==> config.mk <==
export PLATFORM = sky130hd
export DESIGN_NAME = uart_tx_mmio
export DESIGN_NICKNAME = d
export VERILOG_FILES = /design/src/rtl/uart_tx_mmio.sv
export SDC_FILE = /design/constraint.sdc
export NUM_CORES = 1
export LEC_CHECK = 0
export CAP_MARGIN = 15
export CORE_ASPECT_RATIO = 0.7
export CORE_MARGIN = 1
export CORE_UTILIZATION = 54
export CTS_CLUSTER_DIAMETER = 40
export CTS_CLUSTER_SIZE = 10
export DETAILED_ROUTE_END_ITERATION = 6
export PLACE_DENSITY = 0.88
export REMOVE_ABC_BUFFERS = 1
export SYNTH_ARGS = -nofsm -noshare
export SYNTH_HDL_FRONTEND = slang
export SYNTH_SLANG_ARGS = --single-unit
==> constraint.sdc <==
create_clock -name clk -period 5.7 [get_ports clk]
set_input_delay 0.57 -clock clk [delete_from_list [all_inputs] [get_ports clk]]
set_output_delay 0.57 -clock clk [all_outputs]
set_load 0.02 [all_outputs]
==> src/rtl/uart_tx_mmio.sv <==
// uart_tx_mmio
// Memory-mapped console UART transmitter. Byte stores to BASE_ADDR (TXDATA)
// are queued in a small FIFO and sent as 8N1 frames on tx, LSB first.
// BASE_ADDR+4 (STATUS) reads back {24'b0, count[3:0], overflow, tx_busy,
// empty, full}; any store to STATUS clears the sticky overflow flag.
//
// Build option: define UART_TX_SIM_PRINT_EN to echo every accepted TXDATA
// byte to the simulator transcript with $write. Leave it undefined for
// synthesis; the hardware behaviour is the same either way.
//
// Store handshake: the store port has no ready. A store is presented for a
// single cycle with we=1 and is either taken on that clock edge or lost.
// A TXDATA store that finds the FIFO full, with no pop in the same cycle,
// is dropped and raises overflow. There is no back-pressure to the CPU.
//
// dbg_state_o exposes the transmitter FSM state for debug.

module uart_tx_mmio #(
  parameter logic [31:0] BASE_ADDR    = 32'h1000_0000,
  parameter int unsigned CLKS_PER_BIT = 16,
  parameter int unsigned FIFO_DEPTH   = 8
) (
  input  logic        clk,
  input  logic        reset,
  input  logic        we,
  input  logic [31:0] addr,
  input  logic [31:0] wdata,
  input  logic [2:0]  funct3,
  output logic [31:0] rdata,
  output logic        tx,
  output logic        busy,
  output logic [1:0]  dbg_state_o
);

  // Widths derived from the configuration.
  localparam int unsigned PW = $clog2(FIFO_DEPTH);
  localparam int unsigned CW = $clog2(FIFO_DEPTH) + 1;
  localparam int unsigned BW = (CLKS_PER_BIT > 1) ? $clog2(CLKS_PER_BIT) : 1;

  localparam logic [31:0]   STATUS_ADDR = BASE_ADDR + 32'd4;
  localparam logic [CW-1:0] DEPTH_C     = CW'(FIFO_DEPTH);
  localparam logic [BW-1:0] BAUD_LAST   = BW'(CLKS_PER_BIT - 1);

  localparam logic [2:0] F3_SB = 3'b000;
  localparam logic [2:0] F3_SW = 3'b010;

  typedef enum logic [1:0] {
    S_IDLE  = 2'd0,
    S_START = 2'd1,
    S_DATA  = 2'd2,
    S_STOP  = 2'd3
  } state_e;

  // ---------------------------------------------------------------------
  // State
  // ---------------------------------------------------------------------
  state_e          state_q,    state_d;
  logic [BW-1:0]   baud_q,     baud_d;
  logic [2:0]      bit_idx_q,  bit_idx_d;
  logic [7:0]      shreg_q,    shreg_d;

  logic [7:0]      mem_q [FIFO_DEPTH];
  logic [PW-1:0]   wr_ptr_q,   wr_ptr_d;
  logic [PW-1:0]   rd_ptr_q,   rd_ptr_d;
  logic [CW-1:0]   count_q,    count_d;
  logic            overflow_q, overflow_d;
  logic [31:0]     rdata_q,    rdata_d;

  // ---------------------------------------------------------------------
  // Decode
  // ---------------------------------------------------------------------
  logic        size_ok;
  logic        push_req;
  logic        status_wr;
  logic        empty;
  logic        full;
  logic        pop;
  logic        push_ok;
  logic        drop;
  logic        tx_busy;
  logic        bit_end;
  logic [3:0]  count4;
  logic [31:0] status_word;
  logic        unused_wdata_hi;

  // Only the low byte of the store data is transmitted.
  assign unused_wdata_hi = ^wdata[31:8];

  // Classify the current store and the FIFO condition.
  always_comb begin
    size_ok   = (funct3 == F3_SB) || (funct3 == F3_SW);
    push_req  = we && (addr == BASE_ADDR) && size_ok;
    status_wr = we && (addr == STATUS_ADDR);
    empty     = (count_q == '0);
    full      = (count_q == DEPTH_C);
    pop       = (state_q == S_IDLE) && !empty;
    // A pop in the same cycle frees the slot, so a full FIFO still accepts.
    push_ok   = push_req && (!full || pop);
    drop      = push_req && full && !pop;
    tx_busy   = (state_q != S_IDLE);
    bit_end   = (baud_q == BAUD_LAST);
  end

  // ---------------------------------------------------------------------
  // FIFO
  // ---------------------------------------------------------------------

  // Next pointers, occupancy and sticky overflow.
  always_comb begin
    wr_ptr_d   = wr_ptr_q;
    rd_ptr_d   = rd_ptr_q;
    count_d    = count_q;
    overflow_d = overflow_q;
    if (push_ok) wr_ptr_d = wr_ptr_q + PW'(1);
    if (pop)     rd_ptr_d = rd_ptr_q + PW'(1);
    unique case ({push_ok, pop})
      2'b10:   count_d = count_q + CW'(1);
      2'b01:   count_d = count_q - CW'(1);
      default: count_d = count_q;
    endcase
    // A dropped byte outranks a clear arriving in the same cycle.
    if (drop) begin
      overflow_d = 1'b1;
    end else if (status_wr) begin
      overflow_d = 1'b0;
    end
  end

  // FIFO control registers; reset discards any queued bytes.
  always_ff @(posedge clk or posedge reset) begin
    if (reset) begin
      wr_ptr_q   <= '0;
      rd_ptr_q   <= '0;
      count_q    <= '0;
      overflow_q <= 1'b0;
    end else begin
      wr_ptr_q   <= wr_ptr_d;
      rd_ptr_q   <= rd_ptr_d;
      count_q    <= count_d;
      overflow_q <= overflow_d;
    end
  end

  // FIFO storage; contents are only meaningful between the pointers.
  always_ff @(posedge clk) begin
    if (push_ok) mem_q[wr_ptr_q] <= wdata[7:0];
  end

  // ---------------------------------------------------------------------
  // Transmitter FSM
  // ---------------------------------------------------------------------

  // Next-state logic: one start bit, eight data bits LSB first, one stop bit.
  always_comb begin
    state_d   = state_q;
    baud_d    = baud_q;
    bit_idx_d = bit_idx_q;
    shreg_d   = shreg_q;
    unique case (state_q)
      S_IDLE: begin
        if (!empty) begin
          shreg_d   = mem_q[rd_ptr_q];
          baud_d    = '0;
          bit_idx_d = '0;
          state_d   = S_START;
        end
      end
      S_START: begin
        if (bit_end) begin
          baud_d  = '0;
          state_d = S_DATA;
        end else begin
          baud_d = baud_q + BW'(1);
        end
      end
      S_DATA: begin
        if (bit_end) begin
          baud_d    = '0;
          shreg_d   = {1'b0, shreg_q[7:1]};
          bit_idx_d = bit_idx_q + 3'd1;
          if (bit_idx_q == 3'd7) state_d = S_STOP;
        end else begin
          baud_d = baud_q + BW'(1);
        end
      end
      S_STOP: begin
        if (bit_end) begin
          baud_d  = '0;
          state_d = S_IDLE;
        end else begin
          baud_d = baud_q + BW'(1);
        end
      end
      default: state_d = S_IDLE;
    endcase
  end

  // FSM state register.
  always_ff @(posedge clk or posedge reset) begin
    if (reset) begin
      state_q   <= S_IDLE;
      baud_q    <= '0;
      bit_idx_q <= '0;
      shreg_q   <= '0;
    end else begin
      state_q   <= state_d;
      baud_q    <= baud_d;
      bit_idx_q <= bit_idx_d;
      shreg_q   <= shreg_d;
    end
  end

  // Line level decoded from registered state, so reset forces it high at once.
  always_comb begin
    tx = 1'b1;
    unique case (state_q)
      S_IDLE:  tx = 1'b1;
      S_START: tx = 1'b0;
      S_DATA:  tx = shreg_q[0];
      S_STOP:  tx = 1'b1;
      default: tx = 1'b1;
    endcase
  end

  // ---------------------------------------------------------------------
  // Read path and status
  // ---------------------------------------------------------------------

  // Assemble STATUS and select the read data for the current address.
  always_comb begin
    count4      = 4'(count_q);
    status_word = {24'b0, count4, overflow_q, tx_busy, empty, full};
    rdata_d     = (addr == STATUS_ADDR) ? status_word : 32'b0;
  end

  // Read data is registered every cycle: valid one cycle after addr.
  always_ff @(posedge clk or posedge reset) begin
    if (reset) begin
      rdata_q <= 32'b0;
    end else begin
      rdata_q <= rdata_d;
    end
  end

  assign rdata       = rdata_q;
  assign busy        = tx_busy | ~empty;
  assign dbg_state_o = state_q;

`ifdef UART_TX_SIM_PRINT_EN
  // Echo each accepted console byte to the simulator transcript.
  always_ff @(posedge clk) begin
    if (!reset && push_ok) $write("%c", wdata[7:0]);
  end
`endif

endmodule

==> impl_metrics.env <==
export IMPL_die_area_sq_mm=0.00885
export IMPL_cts_root_buf="clkbuf_16"
export IMPL_cpMaxStageDelayCell="nor4_2"
export IMPL_violations="DRC"
export IMPL_clkSinkCount=100
export IMPL_globalRouteOverflowTotal=0
export IMPL_drc=5
export IMPL_ys_top_cells_by_count="64 x edfxtp_1, 36 x dfrtp_1, 26 x buf_4, 22 x nand2_1, 16 x mux4_2"
export IMPL_drive_above_1_share_pct=13.7
export IMPL_clock_skew_ps=2.76
export IMPL_via_count=2681
export IMPL_grt_max_degree=37
export IMPL_setup_viol=0
export IMPL_seq_area_frac_synth_pct=61.7
export IMPL_switchingPower_uw=306
export IMPL_via_per_inst=5.75
export IMPL_diodes=0
export IMPL_worstPathCellList="inv_1 -> ha_1 -> nand2b_1 -> nor2_1 -> nor4_2 -> inv_1 -> ha_1 -> xor2_1 -> ha_1 -> a21oi_1 -> xor2_1 -> nor2_1 -> xor2_1"
export IMPL_clock_latency_ps=340
export IMPL_pwr_share_comb_pct=5.3
export IMPL_cp_start_kind="flop"
export IMPL_outcome="finished with violations"
export IMPL_fin_crit_ps=3370
export IMPL_synth_top_area_share_pct=42.0
export IMPL_wl_per_cell_um=17.6
export IMPL_ant_nets=0
export IMPL_p_leak_uw=0.00207
export IMPL_start_util_pct=56.9
export IMPL_seqPwrFrac_pct=52.4
export IMPL_final_net_count=442
export IMPL_slowest_delay_ps=650
export IMPL_antenna_found_initial=0
export IMPL_async_flop_share_pct=36.0
export IMPL_synth_top_cell_by_area="edfxtp_1"
export IMPL_synth_area_sq_mm=0.00458
export IMPL_reg2reg_to="count4[2]"
export IMPL_area_delta_synth_final_pct=18.9
export IMPL_slew_viol_final=0
export IMPL_track_usage_pct=20.4
export IMPL_portBuffers=56
export IMPL_max_slew_margin_rel_pct=46.3
export IMPL_die_h_um=79.0
export IMPL_initialDrtViolationCount=238
export IMPL_required_ps=5910
export IMPL_fin_cells=466
export IMPL_hold_viol=0
export IMPL_crit_fanout=12
export IMPL_fin_crit_sh_pct=59.1
export IMPL_hold_depth=1
export IMPL_fmax_mhz=297
export IMPL_reg2reg_from="dbg_state_o[0]"
export IMPL_synth_cells=306
export IMPL_numCtsBuffers=9
export IMPL_io_pins=106
export IMPL_worst_setup_path_type="flop to flop"
export IMPL_cts_hold_buffers=0
export IMPL_synthTopCellsByArea="edfxtp_1 42%, dfrtp_1 20%, mux4_2 7.9%"
export IMPL_swShare_pct=19.9
export IMPL_routed_wirelength_um=8190
export IMPL_post_cts_buffers=0
export IMPL_yosysWarnings=0
export IMPL_synth_enable_flop_cells=64
export IMPL_p_int_uw=1230
export IMPL_ys_seq_elements=100
export IMPL_coreArea_sq_mm=0.00804
export IMPL_pwr_share_clk_pct=42.3
export IMPL_avgSynthCellArea_sq_um=15.0
export IMPL_row_count=27
export IMPL_clockBufferDepth=2
export IMPL_final_area_sq_mm=0.00544
export IMPL_yosysUniqueCellTypes=49
export IMPL_synthFlopType="edfxtp_1"
export IMPL_r2r_setup_slack_ps=2330
export IMPL_utilization_pct=67.6
export IMPL_dpl_cell_count=450
export IMPL_cp_buffers_inverters=2
export IMPL_hp_start="overflow_q"
export IMPL_grt_pass1_vias=2704
export IMPL_hp_class="flop to flop"
export IMPL_clkTransAtPathRegs_ps=60
export IMPL_vdd_ir_drop_max_mv=0.176
export IMPL_cts_tree="built"
export IMPL_reg2reg_depth=13
export IMPL_crit_family="simple AND/OR/NAND/NOR gates"
export IMPL_worst_pin_slew_ps=805
export IMPL_finalSetupTns_ps=0
export IMPL_synth_most_common_cell="edfxtp_1"
export IMPL_postPlaceCellArea_sq_mm=0.00511
export IMPL_die_width_um=112
export IMPL_cts_resized=0
export IMPL_place_congestion=0.797
export IMPL_crit_path_end_kind="flop"
export IMPL_arrival_ps=3580
export IMPL_htree_num_levels=3
export IMPL_maxCapViolCount=0
export IMPL_grt_pass1_wl_um=13300
export IMPL_drt_pass1_iter_count=7
export IMPL_hpwlAfterDp_um=5580
export IMPL_power_density_mw_per_mm2=283
export IMPL_rsz0062_at_grt="false"
export IMPL_holdPathEnd="rdata[3]"
==> layout make-up <==
class	instances	area (sq um)
Clock buffer	10	239
Clock inverter	6	86.3
Fill cell	523	2600
Inverter	8	30.0
Multi-Input combinational cell	183	1560
Sequential cell	100	2820
Tap cell	101	126
Timing Repair Buffer	58	576
==> cell families (layout without fill, tap and decap cells) <==
family / after synthesis / after routing / share of synthesized area, %
AOI/OAI and AO/OA: 25 / 25 / 4.43
xor gates and xnor gates: 10 / 10 / 1.91
adders and majority gates: 12 / 12 / 3.28
buffers and inverters: 46 / 82 / 6.13
DFF: 100 / 100 / 61.7
muxes: 28 / 28 / 10.6
other: 1 / 24 / 0.0820
and+or+nand+nor: 84 / 84 / 11.9
==> worst max-delay path by stage <==
stage,endpoint,slack (ps),depth (start not counted),from
6_report,count4[2],2330,13,dbg_state_o[0]
5_1_grt,count4[2],1970,13,dbg_state_o[1]
4_1_cts,count4[2],2330,13,dbg_state_o[0]
3_5_place_dp,count4[2],2010,12,addr[26]
3_3_place_gp,count4[2],2070,12,addr[26]
2_1_floorplan,count4[2],2690,13,dbg_state_o[0]
==> routing by layer <==
layer,global-route usage (%),wire length [um],up-vias
met1,25.0,3290,1339
met4,6.40,92,0
met5,0,0,-
li1,-,-,1214
met2,34.8,4220,118
met3,6.41,584,10
==> worst reg2reg max path: stages, from the launching register on <==
cell and delay (ps):
dfrtp_1 420, inv_1 100, ha_1 440, nand2b_1 250
nor2_1 70, nor4_2 650, inv_1 160, ha_1 300
xor2_1 170, ha_1 190, a21oi_1 140, xor2_1 150
nor2_1 60, xor2_1 140
==> power groups by stage <==
stage               registers (uW)  logic, uW  clock network [uW]
floorplan                      816       38.0                   0
global placement               818       77.1                   0
detailed placement             819       82.2                   0
CTS                            805       82.4                 656
global route                   806       88.9                 688
finish                         805       81.6                 650
==> state kept, by name, indices dropped and copies added, names as in the netlist <==
register	count
baud_q	4
bit_idx_q	3
count4	4
dbg_state_o	2
mem_q	64
overflow_q	1
rd_ptr_q	3
rdata	8
shreg_q	8
wr_ptr_q	3
==> metrics by stage <==
step / hold slack (ps) / power [uW] / setup slack (ps)
5_1_grt: 514 / 1580 / 1970
3_5_place_dp: 468 / 902 / 2010
3_3_place_gp: 466 / 896 / 2070
4_1_cts: 498 / 1540 / 2330
6_report: 499 / 1540 / 2330
2_1_floorplan: 450 / 854 / 2690
==> cell usage in the layout (no fill, tap or decap), types with 2 or more instances in the layout <==
| master | Yosys | layout |
|---|---|---|
| nor3_1 | 5 | 5 |
| o211ai_1 | 3 | 3 |
| nand2b_1 | 3 | 3 |
| nor2_1 | 11 | 11 |
| nand2_1 | 22 | 22 |
| clkdlybuf4s50_1 | 0 | 56 |
| a22o_1 | 2 | 2 |
| xnor2_1 | 3 | 3 |
| nand4_1 | 5 | 5 |
| edfxtp_1 | 64 | 64 |
| xor2_1 | 7 | 7 |
| and3_1 | 3 | 3 |
| buf_4 | 26 | 2 |
| ha_1 | 12 | 12 |
| nand3_1 | 3 | 3 |
| o21ai_0 | 6 | 6 |
| dfrtp_1 | 36 | 36 |
| inv_1 | 8 | 8 |
| a221o_1 | 3 | 3 |
| nor2b_1 | 2 | 2 |
| and2_1 | 6 | 6 |
| mux4_2 | 16 | 16 |
| mux2_2 | 4 | 4 |
| clkinv_2 | 0 | 2 |
| and4b_1 | 3 | 3 |
| mux2i_1 | 8 | 8 |
| or3_1 | 2 | 2 |
| nor4_2 | 8 | 8 |
| conb_1 | 1 | 24 |
| o31ai_1 | 3 | 3 |
| bufinv_16 | 0 | 2 |
| a21oi_1 | 2 | 2 |
| clkbuf_16 | 0 | 9 |
No activity file was read; power rests on OpenSTA's default activity.
==> variant 1, RTL diff (config.mk and constraints unchanged) <==
`CLKS_PER_BIT`: 16 -> 32.
--- a/src/rtl/uart_tx_mmio.sv
+++ b/src/rtl/uart_tx_mmio.sv
@@ -19,3 +19,3 @@
   parameter logic [31:0] BASE_ADDR    = 32'h1000_0000,
-  parameter int unsigned CLKS_PER_BIT = 16,
+  parameter int unsigned CLKS_PER_BIT = 32,
   parameter int unsigned FIFO_DEPTH   = 8
Function: no difference found for any inputs over 10 cycles, from zero or initial values and one cycle with reset high; that may be too few to reach the edited logic, so the function may still have changed.
==> variant 1 against the unedited design <==
Count of clock-buffer cells in the layout unchanged; sequential cell count grew 1; maximum frequency is 6.4% higher; largest power group unchanged; total power down 3.4%; worst setup slack improved by 0.20 ns; critical endpoint unchanged; synthesized area up 1.2%; largest cell class unchanged; final area increased by 0.41%; wire length is 2.8% higher.
==> variant 1: results (changes against the unedited design) <==
- Status: finished clean (was finished, violations left)
- Worst hold slack: 0.486 ns (was 0.499 ns)
- Hold Path Cell Cnt: 2 (was 1)
- Layout Nets: 454 (was 442)
- Share of cells above drive strength 1: 13.8% (was 13.7%)
- Async SR Flop Fraction: 36.6% (was 36.0%)
- Setup crit start: we (was dbg_state_o[0])
- Post-synth cell types: 51 (was 49)
- Max VDD drop: 0.140 mV (was 0.176 mV)
- Drt first-iter violations: 255 (was 238)
- 1st-pass router iterations: 4 (was 7)
- Most common library cells after synthesis: edfxtp_1, dfrtp_1, buf_4 (unchanged)
- Synth top area cells: edfxtp_1, dfrtp_1, mux4_2 (unchanged)
- Routability cong.: 0.793 (was 0.797)
- Pleak: 2.16 nW (was 2.07 nW)
- Sequential-to-total area share from yosys stat: 61.5% (was 61.7%)
- R2R Path Start: dbg_state_o[1] (was dbg_state_o[0])
- Cell Area, Placed: 0.00517 mm^2 (was 0.00511 mm^2)
- Sw Pwr: 0.000330 W (was 0.000306 W)
- CP Max Fanout: 5 (was 12)
- Detailed Place HPWL: 5560 um (was 5580 um)
- Total GRT Usage: 20.9% (was 20.4%)
- Worst-Margin Slew: 1.08 ns (was 0.805 ns)
- Hold Startpoint: shreg_q[0] (was overflow_q)
- Vias in the first global route: 2775 (was 2704)
- R2r setup slk: 2.63 ns (was 2.33 ns)
-- variant 1: changes by cell type after synthesis, moves of 4 or more --
cell      before  now
mux2_2         4   12
inv_1          8   12
nor4_2         8    0
nand2_1       22   13
nor2_1        11    4
nor4_1         1   12
a21oi_1        2    6
o21ai_0        6   14
nor3b_1        0    4
buf_2          8    2
clkbuf_1       3    7
-- variant 1: worst paths after layout --
path / end
min in group asynchronous: count4[3]
min reg2reg: shreg_q[0]
max reg2reg: count4[2]
min: shreg_q[0]
max in group asynchronous: rd_ptr_q[0]
max: count4[2]
-- variant 1: per-stage QoR --
step                      power [W]  util [%]  setup slack, ns  instances
after CTS                   0.00149      67.6             2.52        477
final                       0.00148      67.6             2.53        477
after detailed placement   0.000907      64.0             2.20        461
after global placement     0.000902      64.0             2.23        461
after floorplan            0.000861         -             2.96        301
after global routing        0.00153      67.6             2.19        477
-- variant 1: kinds of logic after synthesis --
| kind of cell | synth area share [%] |
|---|---|
| flip-flops | 61.5 |
| AND/OR/NAND/NOR | 9.49 |
| buffers and inverters | 6.49 |
| multiplexers | 12.4 |
| AO/OA/AOI/OAI | 4.59 |
| adder cells (fa/ha/maj) | 3.51 |
| XOR/XNOR | 1.89 |
| other | 0.0810 |
-- variant 1: area by class of cell --
class / count / area [um^2]
clock inverter: 6 / 52.6
tap: 101 / 126
inverter: 12 / 45.0
clock buffer: 10 / 239
timing repair buffer: 59 / 583
fill: 553 / 2610
sequential: 101 / 2850
multi-input combinational: 188 / 1570
-- variant 1: metal layers --
metal	up-vias	global-route usage [%]	routed length (um)
met5	-	0	0
met4	0	8.93	151
met3	13	5.69	566
met2	106	33.0	3970
met1	1325	27.5	3730
li1	1238	-	-
-- variant 1: worst max-delay path, stage by stage --
cell             delay (ns)
clkdlybuf4s50_1        0.48
nor4b_1                0.46
o21ai_1                0.20
nor3_1                 0.37
inv_1                  0.15
ha_1                   0.29
xor2_1                 0.17
ha_1                   0.19
a21oi_1                0.15
xor2_1                 0.16
nor2_1                 0.06
xor2_1                 0.14
-- variant 1: power by group through the flow --
stage	Clock, W	Sequential (W)	Combinational, W
after global placement	0	0.000828	0.0000739
after floorplan	0	0.000826	0.0000353
after global routing	0.000625	0.000816	0.0000862
final	0.000592	0.000814	0.0000779
after detailed placement	0	0.000830	0.0000775
after CTS	0.000598	0.000815	0.0000785
==> variant 2, RTL diff (same flow settings) <==
Without the edit above. Register the output `tx`, cleared by the reset; this adds one clock of latency there. The other outputs are not delayed to match.
--- a/src/rtl/uart_tx_mmio.sv
+++ b/src/rtl/uart_tx_mmio.sv
@@ -53,2 +53,4 @@
 
+  logic tx_d;
+
   // ---------------------------------------------------------------------
@@ -214,9 +216,9 @@
   always_comb begin
-    tx = 1'b1;
+    tx_d = 1'b1;
     unique case (state_q)
-      S_IDLE:  tx = 1'b1;
-      S_START: tx = 1'b0;
-      S_DATA:  tx = shreg_q[0];
-      S_STOP:  tx = 1'b1;
-      default: tx = 1'b1;
+      S_IDLE:  tx_d = 1'b1;
+      S_START: tx_d = 1'b0;
+      S_DATA:  tx_d = shreg_q[0];
+      S_STOP:  tx_d = 1'b1;
+      default: tx_d = 1'b1;
     endcase
@@ -255,2 +257,10 @@
 
+  always_ff @(posedge clk or posedge reset) begin
+    if (reset) begin
+      tx <= '0;
+    end else begin
+      tx <= tx_d;
+    end
+  end
+
 endmodule
Check against the original RTL: not equivalent (Yosys sat finds a counterexample within 4 cycles, from zero or initial values and one cycle with reset high).
==> variant 2 against the unedited design <==
The run still ends with design-rule violations left; total power up 2.0%; final area up 1.4%; sequential cell count up 1; synthesized area up 0.55%; worst setup slack better by 0.12 ns; non-clock buffer count up 6; hold slack worse by 0.0056 ns; clock skew up 0.0026 ns; wire length up 8.1%.
==> variant 2: results (changes against the unedited design) <==
- Share of cells above drive strength 1: 15.1% (was 13.7%)
- Setup Skew: 0.00532 ns (was 0.00276 ns)
- Met3 WL: 668 um (was 584 um)
- Cell Area, Placed: 0.00519 mm^2 (was 0.00511 mm^2)
- Max VDD drop: 0.136 mV (was 0.176 mV)
- Post-synth top area share: 41.8% (was 42.0%)
- Hold Startpoint: shreg_q[6] (was overflow_q)
- Routed len/inst: 18.7 um (was 17.6 um)
- Pre-CTS setup slack: 2.15 ns (was 2.01 ns)
- Sw Pwr: 0.000330 W (was 0.000306 W)
- 1st-pass router iterations: 6 (was 7)
- Reg2Reg Depth: 12 (was 13)
- CP Max Fanout: 9 (was 12)
- Drt first-iter violations: 194 (was 238)
- Crit path DAT: 3.47 ns (was 3.58 ns)
- Most common library cells after synthesis: edfxtp_1, dfrtp_1, buf_4 (unchanged)
- DRC viols: 4 (was 5)
- Async SR Flop Fraction: 36.6% (was 36.0%)
- Clock-pin slew on the worst setup and hold paths: ~0.07 ns
- Routability cong.: 0.727 (was 0.797)
- Largest net degree at the start of global routing: 38 (was 37)
- Status: finished, violations left (unchanged)
- Worst rel slew slack: 46.7% (was 46.3%)
- Total GRT Usage: 22.0% (was 20.4%)
- Pleak: 2.09 nW (was 2.07 nW)
- Worst hold slack: 0.494 ns (was 0.499 ns)
- Violated checks: design-rule violations (unchanged)
- Synth top area cells: edfxtp_1, dfrtp_1, mux4_2 (unchanged)
- Synth Warn #: 0 (unchanged)
- Detailed Place HPWL: 5970 um (was 5580 um)
- DR vias: 2715 (was 2681)
- M1 WL: 3600 um (was 3290 um)
- CP peak stage delay: 0.47 ns (was 0.65 ns)
- Sequential-to-total area share from yosys stat: 61.9% (was 61.7%)
- Critical path's slowest cell: clkdlybuf4s50_1 (was nor4_2)
- First-pass GRT wire length: 14200 um (was 13300 um)
- Final setup viols: 0 (unchanged)
==> variant 2: cell count changes after synthesis, moves of 3 or more <==
cell     change
nor3_1       +3
nor4_2       -5
nor4_4       +5
nor4_1       +7
inv_2        +3
o21ai_1      +5
o21ai_0      -6
and4b_1      -3
==> variant 2: logic make-up after synthesis <==
group	Yosys count	share of synthesized area (%)
compound gates	24	4.27
xor+xnor	10	1.90
fa+ha+maj	12	3.26
buf+inv	48	6.25
flops	101	61.9
mux	28	10.6
other cells	1	0.0815
simple gates	81	11.8
==> variant 2: area by class of cell <==
type                    count  area, um^2
clock inverters             7         104
clock buffers               9         225
repair buffers             64         621
fillers                   528        2560
inverters                  11        41.3
multi-input cells         179        1550
well taps                 101         126
flip-flops and latches    101        2850
==> variant 2: critical path: cells and delay by family <==
family,cells,cell delay [ns]
xor+xnor,3,0.50
fa+ha+maj,2,0.50
simple gates,4,1.11
compound gates,1,0.14
buf+inv,2,0.64
==> variant 2: routing by layer <==
layer / GRT usage, % / vias to the layer above
li1: - / 1228
met4: 7.07 / 0
met3: 6.95 / 15
met1: 28.0 / 1354
met2: 36.2 / 118
met5: 0 / -
==> variant 2: worst max path at each step <==
stage	startpoint	end	slack (ns)	cells after the start
after floorplan	dbg_state_o[0]	mem_q[2][0]	2.86	6
after global placement	addr[18]	count4[2]	2.35	12
after detailed placement	addr[13]	count4[2]	2.15	12
after CTS	dbg_state_o[0]	count4[2]	2.44	12
after global routing	dbg_state_o[0]	count4[2]	2.31	12
final	addr[13]	count4[2]	2.45	12
==> variant 2: per-stage QoR <==
stage | std cells | util (%)
after floorplan | 291 | -
after global placement | 456 | 64.2
after detailed placement | 456 | 64.2
after CTS | 472 | 68.3
after global routing | 472 | 68.3
final | 472 | 68.3
==> variant 2: power by group through the flow <==
stage	Combinational (W)	Clock [W]	Sequential (W)
after floorplan	0.0000414	0	0.000826
after global placement	0.0000831	0	0.000829
after detailed placement	0.0000871	0	0.000829
after CTS	0.0000864	0.000675	0.000814
after global routing	0.0000942	0.000705	0.000817
final	0.0000858	0.000667	0.000815
